`src/rtl/uart_rx_8n1.sv`:
```
// uart_rx_8n1: 16x-oversampled UART receiver with internal baud-tick generator
module uart_rx_8n1 #(
  parameter int BAUD_DIV  = 163,
  parameter int DATA_BITS = 8,
  parameter int SB_TICKS  = 16
) (
  input  logic                 top_clk,
  input  logic                 top_rst_n,
  input  logic                 rx,
  output logic                 rx_done_tick,
  output logic [DATA_BITS-1:0] rx_bus,
  output logic                 frame_err,
  output logic                 rx_busy
);
  localparam int CW = $clog2(BAUD_DIV);
  typedef enum logic [1:0] {IDLE, START, DATA, STOP} state_t;
  state_t state_q, state_d;
  logic rx_m, rx_s;
  logic [CW-1:0] cnt_q;
  logic s_tick;
  logic [3:0] s_cnt_q, s_cnt_d;
  logic [2:0] n_q, n_d;
  logic [DATA_BITS-1:0] shift_q, shift_d, bus_d;
  logic done_d, ferr_d;
  assign s_tick = cnt_q == CW'(BAUD_DIV - 1);
  assign rx_busy = state_q != IDLE;
  // free-running: the baud grid is never re-aligned to the start edge
  always_ff @(posedge top_clk or negedge top_rst_n)
    if (!top_rst_n) begin
      rx_m <= 1'b1;
      rx_s <= 1'b1;
      cnt_q <= '0;
      state_q <= IDLE;
      s_cnt_q <= '0;
      n_q <= '0;
      shift_q <= '0;
      rx_bus <= '0;
      rx_done_tick <= 1'b0;
      frame_err <= 1'b0;
    end else begin
      rx_m <= rx;
      rx_s <= rx_m;
      cnt_q <= s_tick ? '0 : cnt_q + 1'b1;
      state_q <= state_d;
      s_cnt_q <= s_cnt_d;
      n_q <= n_d;
      shift_q <= shift_d;
      rx_bus <= bus_d;
      rx_done_tick <= done_d;
      frame_err <= ferr_d;
    end
  always_comb begin
    state_d = state_q;
    s_cnt_d = s_cnt_q;
    n_d = n_q;
    shift_d = shift_q;
    bus_d = rx_bus;
    done_d = 1'b0;
    ferr_d = 1'b0;
    case (state_q)
      IDLE:
        if (!rx_s) begin
          state_d = START;
          s_cnt_d = '0;
        end
      START:
        if (s_tick) begin
          if (s_cnt_q == 4'd7) begin
            state_d = rx_s ? IDLE : DATA;
            s_cnt_d = '0;
            n_d = '0;
          end else s_cnt_d = s_cnt_q + 4'd1;
        end
      DATA:
        if (s_tick) begin
          if (s_cnt_q == 4'd15) begin
            shift_d = {rx_s, shift_q[DATA_BITS-1:1]};
            s_cnt_d = '0;
            state_d = n_q == 3'(DATA_BITS - 1) ? STOP : DATA;
            n_d = n_q == 3'(DATA_BITS - 1) ? n_q : n_q + 3'd1;
          end else s_cnt_d = s_cnt_q + 4'd1;
        end
      STOP:
        if (s_tick) begin
          if (s_cnt_q == 4'(SB_TICKS - 1)) begin
            state_d = IDLE;
            bus_d = rx_s ? shift_q : rx_bus;
            done_d = rx_s;
            ferr_d = !rx_s;
          end else s_cnt_d = s_cnt_q + 4'd1;
        end
      default: state_d = IDLE;
    endcase
  end
endmodule

```
`config.mk`:
```
export PLATFORM = sky130hd
export DESIGN_NAME = uart_rx_8n1
export DESIGN_NICKNAME = d
export VERILOG_FILES = /design/src/rtl/uart_rx_8n1.sv
export SDC_FILE = /design/constraint.sdc
export NUM_CORES = 1
export LEC_CHECK = 0
export BUFFER_PORTS_ARGS = -buffer_cell sky130_fd_sc_hd__buf_2
export CAP_MARGIN = 30
export CORE_MARGIN = 2
export CORE_UTILIZATION = 63
export CTS_CLUSTER_SIZE = 8
export DETAILED_ROUTE_END_ITERATION = 8
export GPL_TIMING_DRIVEN = 0
export PLACE_DENSITY = 0.83
export REMOVE_ABC_BUFFERS = 1
export SYNTH_ARGS = -nofsm -noshare
export SYNTH_HDL_FRONTEND = slang
export SYNTH_SLANG_ARGS = --single-unit
```
`constraint.sdc`:
```
create_clock -name top_clk -period 3.1 [get_ports top_clk]
set_clock_uncertainty 0.05 [all_clocks]
set_input_delay 0.465 -clock top_clk [delete_from_list [all_inputs] [get_ports top_clk]]
set_output_delay 0.465 -clock top_clk [all_outputs]
set_load 0.02 [all_outputs]
```
* Word level (Yosys, flattened, before mapping) *
Index checks and enable logic that the tools add are counted.

word-level totals
  input bits = 3
  output and inout bits = 11
  memories = 0
  flip-flop bits (word level) = 37
  latch bits = 0
  memory bits (read-only) = 0
  memory bits (writable) = 0

cells by class
  $mul = 0
  bitwise operators = 0
  $lt $le $gt $ge = 0
  shifts and indexed selects = 0
  reductions and logical operators = 9
  eq/ne operators = 16
  $add $sub $neg = 3
  divide/modulo/power cells = 0
  mux-type cells = 31

operator list
  cell                   number
  $mux W4                7
  $ne A2 B2 Y1 const B   9
  $mux W2                8
  $pmux W4 S4            1
  $mux W3                5
  $add A8 B1 Y8 const B  1
  $eq A8 B8 Y1 const B   1
  $mux W8                1
  $pmux W2 S4            1
  $mux W1                7
  $reduce_and A7 Y1      1
  $pmux W3 S2            1
  $reduce_and A6 Y1      1
  $reduce_and A5 Y1      1
  $add A4 B1 Y4 const B  1
  $eq A2 B2 Y1 const B   2
  $eq A4 B3 Y1 const B   1
  $eq A4 B4 Y1 const B   1
  $reduce_and A4 Y1      1
  $reduce_bool A2 Y1     2
  $add A3 B1 Y3 const B  1
  $eq A3 B3 Y1 const B   1
  $reduce_and A3 Y1      1
  $eq A2 B1 Y1 const B   1
  other kinds (2)        2

* Longest topological paths before layout *
Gate-level depths: netlist (run 1).

  depth after elaboration = 5
  mapped depth = 7
  mapped depth without buffers = 6

* Least setup slack after synthesis (run 1) *
OpenSTA, ideal clock, no wires.

  path kind = register -> register
  start = reg cnt_q[0]
  end = reg rx_bus[0]
  data required time = 2.925 ns
  setup slack = 1.284 ns
  arrival time = 1.641 ns
  clock period less this slack = 1.816 ns
  stages on the path, launching flop included = 8
  path buffers = 1
  library setup time = 0.125 ns
  path through = dfrtp_1 inv_1 ha_1 and4b_4 and2_4 and3_1 buf_6 mux2_2

between the ends
  cells in the longest elaborated chain, start to end = 2

ends and longest elaborated chain
  item                                RTL line  RTL
  start, declared                     19        logic [CW-1:0] cnt_q;
  start signal, assigned              43        cnt_q <= s_tick ? '0 : cnt_q + 1'b1;
  $eq A8 B8 Y1                        25        assign s_tick = cnt_q == CW'(BAUD_DIV - 1);
  $reduce_and A4 Y1 (no source line)  n/a
  end signal, assigned                48        rx_bus <= bus_d;
  end, declared                       11        output logic [DATA_BITS-1:0] rx_bus,

No other way between the ends.
A chain may end at the register's enable or synchronous reset.

* Worst setup path in the final report (run 1) *
  start = reg s_cnt_q[0]
  end = reg rx_bus[5]

between the ends
  cells in the longest elaborated chain, start to end = 2

ends and longest elaborated chain
  item                                RTL line  RTL
  start, declared                     21        logic [3:0] s_cnt_q, s_cnt_d;
  start signal, assigned              45        s_cnt_q <= s_cnt_d;
  $eq A4 B4 Y1                        85        if (s_cnt_q == 4'(SB_TICKS - 1)) begin
  $reduce_and A4 Y1 (no source line)  n/a

No other way between the ends.

==> metrics.md, run 1 <==
| Metric | Value |
|---|---|
| Initial antenna violation count | 0 |
| Post-CTS Hold Fix Bufs | 0 |
| Slew Viols, Final | 0 |
| Met3 usage | 4.76% |
| ANT nets after route | 0 |
| Actual slew at the worst max-slew pin | between 700 and 800 ps |
| GRT Total Usage | 20.6% |
| Fmax | 450 MHz |
| Setup ws final | 877 ps |
| Post-synthesis cell area | about 1800 um^2 |
| Vias | approximately 1100 |
| WL/cell | 15.4 um |
| Clock slew at reported path FFs | 120 ps |
| Setup bufs post-CTS | 0 |
| Core ar. | about 2700 um^2 |
| Share of the synthesized area in the top cell type | 49.4% |
| Critical Path Sink Type | flip-flop |
| RSZ-0062 raised after global routing | false |
| Largest cells by area after synthesis | dfrtp_1 49%, mux2_2 11%, ha_1 3.5%, dfstp_2 3.0%, nand3_1 2.0% |
| Maximum VDD drop | between 400 and 500 uV |
| Reg2reg end | rx_bus[5] |
| CP max FO | 8 |
| Endpoints failing hold | 0 |
| TNS Setup | 0 ps |
| Post-Synthesis Cells | roughly 140 |
| Final min period | ~2200 ps |
| Final setup violation count | 0 |
| Clk Latency, worst-skew pair | around 340 ps |
| WL final | slightly below 3000 um |
| CTS tree | done |
| Worst reg2reg path startpoint | s_cnt_q[0] |
| Congestion Overflow GR | 0 |
| Status | completed |
| R2R setup slack | ~880 ps |
| DP Cell Count | 181 |
| First-pass GRT wire length | ~5200 um |
| Async SR Flop Fraction | 100% |
| Total of max-cap violations | 0 |
| Starting Density | between 60% and 70% |
| Yosys Warn Count | 0 |
| Die Ht | between 50 and 60 um |
| Share of cells above drive strength 1 | a little under a third |
| R2R depth | 5 |
| Depth of the CTS H-tree | 2 |
| Met2 Track Usage GR | around a third |
| Clock buffer depth | 2 |
| # nets final | between 150 and 200 |
| Site row count | 19 |
| Tcrit/Tclk final | 71.7% |
| Fin area | ~1900 um^2 |
| Total die area | around 3300 um^2 |
| Syn avg cell area | 12.4 um^2 |
| Power Dens Cells | between 400 and 500 nW/um^2 |
| Clock Sinks | 37 |
| HP Class | in -> async |
| Slew Limit Headroom | 47.1% |
| Io pins | 14 |
| CTS root buffer | clkbuf_4 |
| Gpl congestion | around 0.8 |
| Register area share after synthesis | 52.3% |
| Worst Setup SP | s_cnt_q[0] |
| Post-synth top area cell | dfrtp_1 |
| HPWL after DPL | 2120 um |
| Static Leak | just over 0.0009 uW |
| Critical Path AT | 2390 ps |
| Die width | 57.1 um |
| GR Util met1 | between 20% and 30% |
| CP Class | reg -> reg |
| WP data required | ~3300 ps |
| Placed cell areas | roughly 1800 um^2 |
| Largest net degree at the start of global routing | 38 |
| Layout Cells excl Fill | around 190 |
| Final routed DRC violation total | 0 |
| Vias in the first global route | 1165 |
| N_diodes | 0 |
| Yosys reg bits | 37 |
| IO buf count | 13 |
| Count of different cell masters after synthesis | between 40 and 50 |
| Post-CTS resize count | 0 |
| DP Worst Slack | between 800 and 900 ps |
| Drt pass-1 iters | 4 |
| TritonCTS Buffers | 5 |
| Critical path endpoint | rx_bus[5] |
| Gr busiest metal | met2 |
| Critical Path Source Type | flip-flop |
| WHS | about 150 ps |
| Initial DRC Count | 12 |
| P&R area growth vs syn | 7.69% |
| Number of synthesized flops with an enable pin | 0 |
| Top_reg_cell synth | dfrtp_1 |
| Post-DR vias/cell | 5.94 |
[worst min-delay path by stage]
stage / from / end / slack (ps) / depth (start not counted)
floorplan: top_rst_n / async pin / 120 / 0
global placement: rx_m / rx_s / 300 / 0
detailed placement: rx_m / rx_s / 300 / 0
CTS: rx / rx_m / 160 / 1
global route: rx / rx_m / 150 / 1
finish: top_rst_n / shift_q[5] / 150 / 1
[registers in the layout, indices dropped and copies added, names as in the netlist, named ones only]
| signal | count |
|---|---|
| cnt_q | 8 |
| frame_err | 1 |
| n_q | 3 |
| rx_bus | 8 |
| rx_done_tick | 1 |
| rx_m | 1 |
| rx_s | 1 |
| s_cnt_q | 4 |
| shift_q | 8 |
| state_q | 1 |
[cell usage after synthesis (2+ instances only)]
cell and n:
dfrtp_1 35, mux2_2 17, nor2_1 9, nand3_1 7, ha_1 5, a31oi_1 4, inv_1 4, nand2_1 4
o2bb2ai_1 4, xnor2_1 4, nand2b_1 3, o21ai_0 3, a21boi_0 2, a22o_1 2, a41oi_1 2, and3_1 2
buf_2 2, buf_6 2, dfstp_2 2, nor2b_1 2, nor3_1 2, nor3_4 2, nor3b_1 2, or2_2 2
[critical path: stages (launching register included)]
cell and delay, ps:
dfrtp_1 390, ha_1 280, nand3_1 200, nor2_1 330, and3_1 460, mux2_2 390
[placed cells by master (no fill, tap or decap), drive strengths merged, types with 5 or more instances in the layout]
cell    Yosys  layout
buf         5      13
clkbuf      1       6
dfrtp      35      35
ha          5       5
mux2       17      17
nand2       5       5
nand3       7       7
nor2        9       9
[cells by family (layout without fill, tap and decap cells)]
| kind of cell | after synthesis | after routing | share of synthesized area (%) |
|---|---|---|---|
| muxes | 18 | 18 | 11.4 |
| buffers and inverters | 10 | 25 | 3.31 |
| AOI/OAI and AO/OA | 25 | 25 | 11.5 |
| and+or+nand+nor | 43 | 43 | 15.5 |
| xor gates and xnor gates | 5 | 5 | 2.47 |
| DFF | 37 | 37 | 52.3 |
| adders and majority gates | 5 | 5 | 3.53 |
[final cells by class]
cell class,count,area [um^2]
inverter,4,15.0
timing repair buffer,13,65.1
fill,201,800
sequential,37,928
clock buffer,6,41.3
clock inverter,2,35.0
multi-input combinational,96,787
tap,31,38.8
[stage by stage]
| stage | total power (uW) | utilization [%] |
|---|---|---|
| 2_1_floorplan | 496 | - |
| 3_3_place_gp | 506 | 67.7 |
| 3_5_place_dp | 507 | 67.7 |
| 4_1_cts | 825 | 70.5 |
| 5_1_grt | 852 | 70.5 |
| 6_report | 821 | 70.5 |
[metal layers]
metal,routed length [um],share of wire (%)
met3,76,2.6
met2,1490,51
met5,0,0
met1,1290,44
met4,45,1.6
[report_power, final]
| group | switching [uW] | leakage (uW) | total [uW] | internal [uW] |
|---|---|---|---|---|
| Sequential | 1.27 | 0.000491 | 486 | 485 |
| Clock | 155 | 0.0000422 | 324 | 169 |
| Combinational | 9.63 | 0.000385 | 11.0 | 1.34 |
Power figures use the tool's default switching activity.
==> inputs of run 2 (changes only) <==
CORE_UTILIZATION = 53   (was 63)
PLACE_DENSITY = 0.75   (was 0.83)
clock period = 1.85 ns   (was 3.1 ns; I/O delays follow)
==> run 2 against run 1 <==
Effect of this change: the run now ends with setup timing left; sequential share of layout area is 4.5 points lower; fmax is 18% higher; utilization is 6.2 points lower; clock power is 110% higher; register-to-register slack worse by 910 ps; worst setup slack worse by 910 ps.
==> metrics.md, run 2 (synthesized netlist as in run 1, its figures left out) <==
| Metric | Value |
|---|---|
| Status | complete, but fails checks |
| Failing checks | setup timing |
| Worst reg2reg path startpoint | cnt_q[0] |
| Depth of the CTS H-tree | 2 |
| N_diodes | 0 |
| Slowest stage delay, CP | 400 ps |
| Met2 WL | about 1700 um |
| WP data required | a little over 2000 ps |
| Tcrit/Tclk final | 102% |
| Starting Density | 54.0% |
| WHS | around 310 ps |
| DP Cell Count | around 200 |
| Total of max-cap violations | 0 |
| Critical Path Source Type | flip-flop |
| TNS Setup | -261 ps |
| CTS tree | done |
| WL met1 | between 1000 and 1500 um |
| First-pass GRT wire length | approximately 4900 um |
| Worst Setup SP | cnt_q[0] |
| Commonest non-fill, non-tap cell in the layout | dfrtp_1 |
| WL/cell | about 15 um |
| WL met3 | between 100 and 150 um |
| Initial antenna violation count | 0 |
| Layout Cells excl Fill | about 210 |
| Slew Viols, Final | 0 |
| Largest net degree at the start of global routing | 38 |
| CTS root buffer | clkbuf_4 |
| Site row count | 21 |
| Top flop regs | cnt_q x8, rx_bus x8, shift_q x8 |
| Share of cells above drive strength 1 | between 30% and 40% |
| CP Class | reg -> reg |
| WL final | ~3300 um |
| Critical Path, Cell by Cell | inv_1 > ha_2 > and4b_4 > and2_4 > and3_4 > mux2_2 |
| CP max FO | 8 |
| ANT nets after route | 0 |
| Io pins | 14 |
| P&R area growth vs syn | 19.0% |
| Crit-path leading delay family | simple AND/OR/NAND/NOR gates |
| CP Buf/Inv Count | 1 |
| HPWL after DPL | roughly 2100 um |
| Maximum VDD drop | approximately 540 uV |
| GRT Total Usage | a little under a fifth |
| Clk Latency, worst-skew pair | ~340 ps |
| Clock buffer depth | 2 |
| Final min period | about 1900 ps |
| Critical Path AT | between 2000 and 2500 ps |
| Total die area | 3830 um^2 |
| Vias | around 1200 |
| TritonCTS Buffers | 5 |
| Drt pass-1 iters | 4 |
| Core ar. | 3280 um^2 |
| HP Class | reg -> reg |
| IO buf count | 13 |
| Vias in the first global route | around 1100 |
| Congestion Overflow GR | 0 |
| Worst path slowest cell | dfrtp_1 |
| Die width | between 60 and 70 um |
| Initial DRC Count | 64 |
| Hold Path Origin | rx_m |
| # nets final | around 170 |
| Commonest non-fill, non-tap cells in the layout | 34 x dfrtp_1, 13 x buf_2, 9 x mux2_2, 8 x nor2_1, 8 x mux2_4 |
| Post-DR vias/cell | approximately 5.6 |
| Critical Path Sink Type | flip-flop |
| Clock Sinks | 37 |
| Filler cells | between 200 and 300 |
| Final routed DRC violation total | 0 |
| Setup ws final | -29.0 ps |
| Final setup violation count | 17 |
| Clock slew at reported path FFs | approximately 110 ps |
| Top layer in use | met4 |
| RSZ-0062 raised after global routing | true |
| Slew Limit Headroom | between 40% and 50% |
| Die Ht | 61.9 um |
| Gpl congestion | 0.780 |
| Fmax | around 530 MHz |
| Actual slew at the worst max-slew pin | approximately 790 ps |
| Static Leak | around 0.00098 uW |
| Power Dens Cells | between 700 and 800 nW/um^2 |
| Endpoints failing hold | 0 |
==> run 2: changes by cell type in the layout (fill, tap and decap cells not counted), moves of 2 or more <==
cell,before,now
ha_2,0,2
mux2_4,0,8
mux2_2,17,9
ha_1,5,3
dlygate4sd3_1,0,2
buf_4,0,6
==> run 2: cell type report <==
type                       instances  area (um^2)  share of cell area (%)
tap                               46         57.6                    2.73
clock inverter                     3         65.1                    3.08
timing repair buffer              22          150                    7.11
inverter                           4         15.0                   0.711
multi-input combinational         96          856                    40.5
sequential                        37          930                    44.0
clock buffer                       5         37.5                    1.78
==> run 2: routing by layer <==
layer  GRT usage (%)  vias to the layer above
met2            27.7                       21
li1                -                      569
met5               0                        -
met3            6.42                        2
met1            23.4                      591
met4            7.60                        0
==> run 2: path summary, 6_finish.rpt <==
| path | to | slack, ps | cells past startpoint |
|---|---|---|---|
| max | rx_bus[6] | -30 | 6 |
| min | rx_s | 310 | 0 |
| max reg2reg | rx_bus[6] | -30 | 6 |
| min reg2reg | rx_s | 310 | 0 |
| max in group asynchronous | async pin | 700 | 2 |
| min in group asynchronous | n_q[2] | 500 | 2 |
==> run 2: report_power, final <==
group          leakage (uW)  internal (uW)  switching [uW]
Combinational      0.000432           5.01            16.6
Sequential         0.000489            812            2.04
Clock             0.0000552            418             265
==> run 2: per-stage QoR <==
step	instance area (um^2)	util [%]	setup WS (ps)	total power, uW
6_report	2110	64.3	-29.0	1520
5_1_grt	2110	64.3	-93.8	1570
4_1_cts	2050	62.5	-9.67	1530
3_5_place_dp	1850	56.4	-360	849
3_3_place_gp	1850	56.4	-291	849
2_1_floorplan	1730	-	-98.2	831
==> run 2: worst reg2reg max path: stages, from the launching register on <==
cell and delay (ps):
dfrtp_1 400, inv_1 60, ha_2 180, and4b_4 300, and2_4 180, and3_4 260, mux2_2 340
==> run 2: repair_timing <==
action	CTS	global route
setup buffers	6	1
hold buffers	2	0
endpoints found under the setup margin	19	20
hold endpoints to repair	36	0
pin swaps	2	1
gates resized for setup	6	11
==> inputs of run 3 (changes only) <==
CORE_UTILIZATION = 45   (was 53)
PLACE_DENSITY = 0.65   (was 0.75)
SKIP_LAST_GASP = 1   (was unset)
==> run 3 against run 2 <==
Effect of this change: the run still ends with setup timing left; utilization fell by 5.2 points; fmax barely moved; sequential share of layout area down 1.7 points; global-route usage decreased by 0.88 points; sequential cell count unchanged; power rose by 3.3%; count of clock-buffer cells in the layout rose by 1; worst setup slack gained 1.3 ps; critical path depth unchanged; routed wire length is 5.1% higher; first-iteration DRC count is 34% higher; via count increased by 0.34%; critical endpoint is now rx_bus[3]; highest routed layer unchanged.
==> metrics.md, run 3 (synthesized netlist as in run 1, its figures left out) <==
| Metric | Value |
|---|---|
| Die Ht | 66.8 um |
| First-pass GRT wire length | between 5000 and 6000 um |
| Post-CTS Hold Fix Bufs | 0 |
| HP Class | in -> async |
| Clock slew at reported path FFs | around 80 ps |
| Congestion Overflow GR | 0 |
| Static Leak | a little over 0.001 uW |
| Clk Latency, worst-skew pair | a little under 300 ps |
| Total of max-cap violations | 0 |
| CP max FO | 8 |
| Depth of the CTS H-tree | 2 |
| N_diodes | 0 |
| Clock buffer depth | 2 |
| Reg area | a little over 900 um^2 |
| Actual slew at the worst max-slew pin | about 810 ps |
| Failing checks | setup timing |
| Critical Path AT | 2010 ps |
| Final routed DRC violation total | 0 |
| Final min period | between 1500 and 2000 ps |
| Initial DRC Count | 86 |
| Initial antenna violation count | 0 |
| Power, Total | around 1600 uW |
| Critical Path, Cell by Cell | inv_1 > ha_2 > and4b_4 > and2_4 > and3_4 > mux2_4 |
| Critical Path Source Type | flip-flop |
| TritonCTS Buffers | 5 |
| # nets final | between 150 and 200 |
| GRT Total Usage | between 10% and 20% |
| P&R area growth vs syn | 23.7% |
| WHS | between 20 and 25 ps |
| CTS root buffer | clkbuf_8 |
| Fmax | roughly 530 MHz |
| WL final | roughly 3500 um |
| Slew Limit Headroom | a little under half |
| RSZ-0062 raised after global routing | true |
| Largest net degree at the start of global routing | 38 |
| Commonest non-fill, non-tap cell in the layout | dfrtp_1 |
| Clock Sinks | 37 |
| Crit-path leading delay family | simple AND/OR/NAND/NOR gates |
| Endpoints failing hold | 0 |
| Starting Density | 47.7% |
| Core ar. | 3720 um^2 |
| WP data required | 1980 ps |
| Io pins | 14 |
| Post-DR vias/cell | about 5.4 |
| Tcrit/Tclk final | 101% |
| Total die area | roughly 4500 um^2 |
| CTS tree | done |
| Site row count | 22 |
| Commonest non-fill, non-tap cells in the layout | 35 x dfrtp_1, 16 x mux2_4, 13 x buf_2, 11 x buf_4, 8 x nor2_1 |
| Worst path slowest cell | dfrtp_1 |
| Gpl congestion | between 0.7 and 0.8 |
| Final setup violation count | 14 |
| Drt pass-1 iters | 4 |
| Vias in the first global route | approximately 1100 |
| Slowest stage delay, CP | 380 ps |
| Multi-input logic area | about 900 um^2 |
| CP Class | reg -> reg |
| HPWL after DPL | around 2000 um |
| Status | complete, but fails checks |
| Top flop regs | cnt_q x8, rx_bus x8, shift_q x8 |
| Vias | roughly 1200 |
| Die width | 66.8 um |
| Share of cells above drive strength 1 | approximately two fifths |
| IO buf count | 13 |
| CP Buf/Inv Count | 1 |
| ANT nets after route | 0 |
| Setup ws final | -27.6 ps |
| Power Dens Cells | 715 nW/um^2 |
| WL/cell | between 15 and 20 um |
| Slew Viols, Final | 0 |
| Critical Path Sink Type | flip-flop |
| Filler cells | 314 |
| Maximum VDD drop | 586 uV |
run 3: changes by cell type in the layout (fill, tap and decap cells not counted):
| cell | change |
|---|---|
| clkinvlp_4 | +1 |
| buf_4 | +5 |
| mux2_4 | +8 |
| dfrtp_2 | -1 |
| dfrtp_1 | +1 |
| clkbuf_8 | +6 |
| mux2_2 | -8 |
| a31oi_1 | -1 |
| dlygate4sd3_1 | -2 |
| clkinv_2 | -1 |
| a31oi_2 | +1 |
| buf_6 | +1 |
| bufinv_16 | -1 |
| clkbuf_4 | -5 |
run 3: metrics by stage:
stage	setup slack [ps]	utilization [%]	cells	setup TNS [ps]	area, um^2
2_1_floorplan	-98.2	-	137	-786	1730
3_3_place_gp	-314	49.9	198	-3570	1860
3_5_place_dp	-384	49.9	198	-4260	1860
4_1_cts	11.1	55.5	213	0	2060
5_1_grt	-84.1	59.1	219	-1380	2190
6_report	-27.6	59.1	219	-210	2190
run 3: area by class of cell:
type / instances / share of cell area [%]
Timing Repair Buffer: 26 / 8.15
Multi-Input combinational cell: 96 / 40.7
Inverter: 4 / 0.684
Tap cell: 48 / 2.74
Sequential cell: 37 / 42.3
Clock buffer: 6 / 3.76
Clock inverter: 2 / 1.71
run 3: power by group:
group	internal [uW]	switching [uW]	total (uW)
combinational	2.30	16.5	18.8
sequential	812	2.29	815
clock	438	298	736
total	1250	317	1570
run 3: worst reg2reg max path, stage by stage, from the launching register on:
cell,delay (ps)
dfrtp_1,380
inv_1,60
ha_2,170
and4b_4,310
and2_4,180
and3_4,300
mux2_4,320
run 3: timing repair:
item / 4_1_cts / 5_1_grt
gates cloned: 0 / 0
pin swaps: 2 / 3
buffers inserted: 7 / 6
endpoints found under the setup margin: 19 / 23
gates resized for setup: 6 / 20
run 3: path summary, 6_finish.rpt:
| kind | cells after the start | slack [ps] | end | startpoint |
|---|---|---|---|---|
| min reg2reg | 0 | 310 | rx_s | rx_m |
| max reg2reg | 6 | -30 | rx_bus[3] | cnt_q[0] |
| min in group top_clk | 1 | 30 | rx_m | rx |
| min | 1 | 20 | cnt_q[7] | top_rst_n |
| max in group asynchronous | 1 | 1220 | shift_q[2] | top_rst_n |
| max | 6 | -30 | rx_bus[3] | cnt_q[0] |
run 3: routing by layer:
layer  track usage [%]  share of wire [%]  up-vias
met5                 0                  0        -
met4              7.65                1.5        0
met3              4.56                3.4        6
met2              25.5                 50       21
met1              23.7                 45      586
li1                  -                  -      574
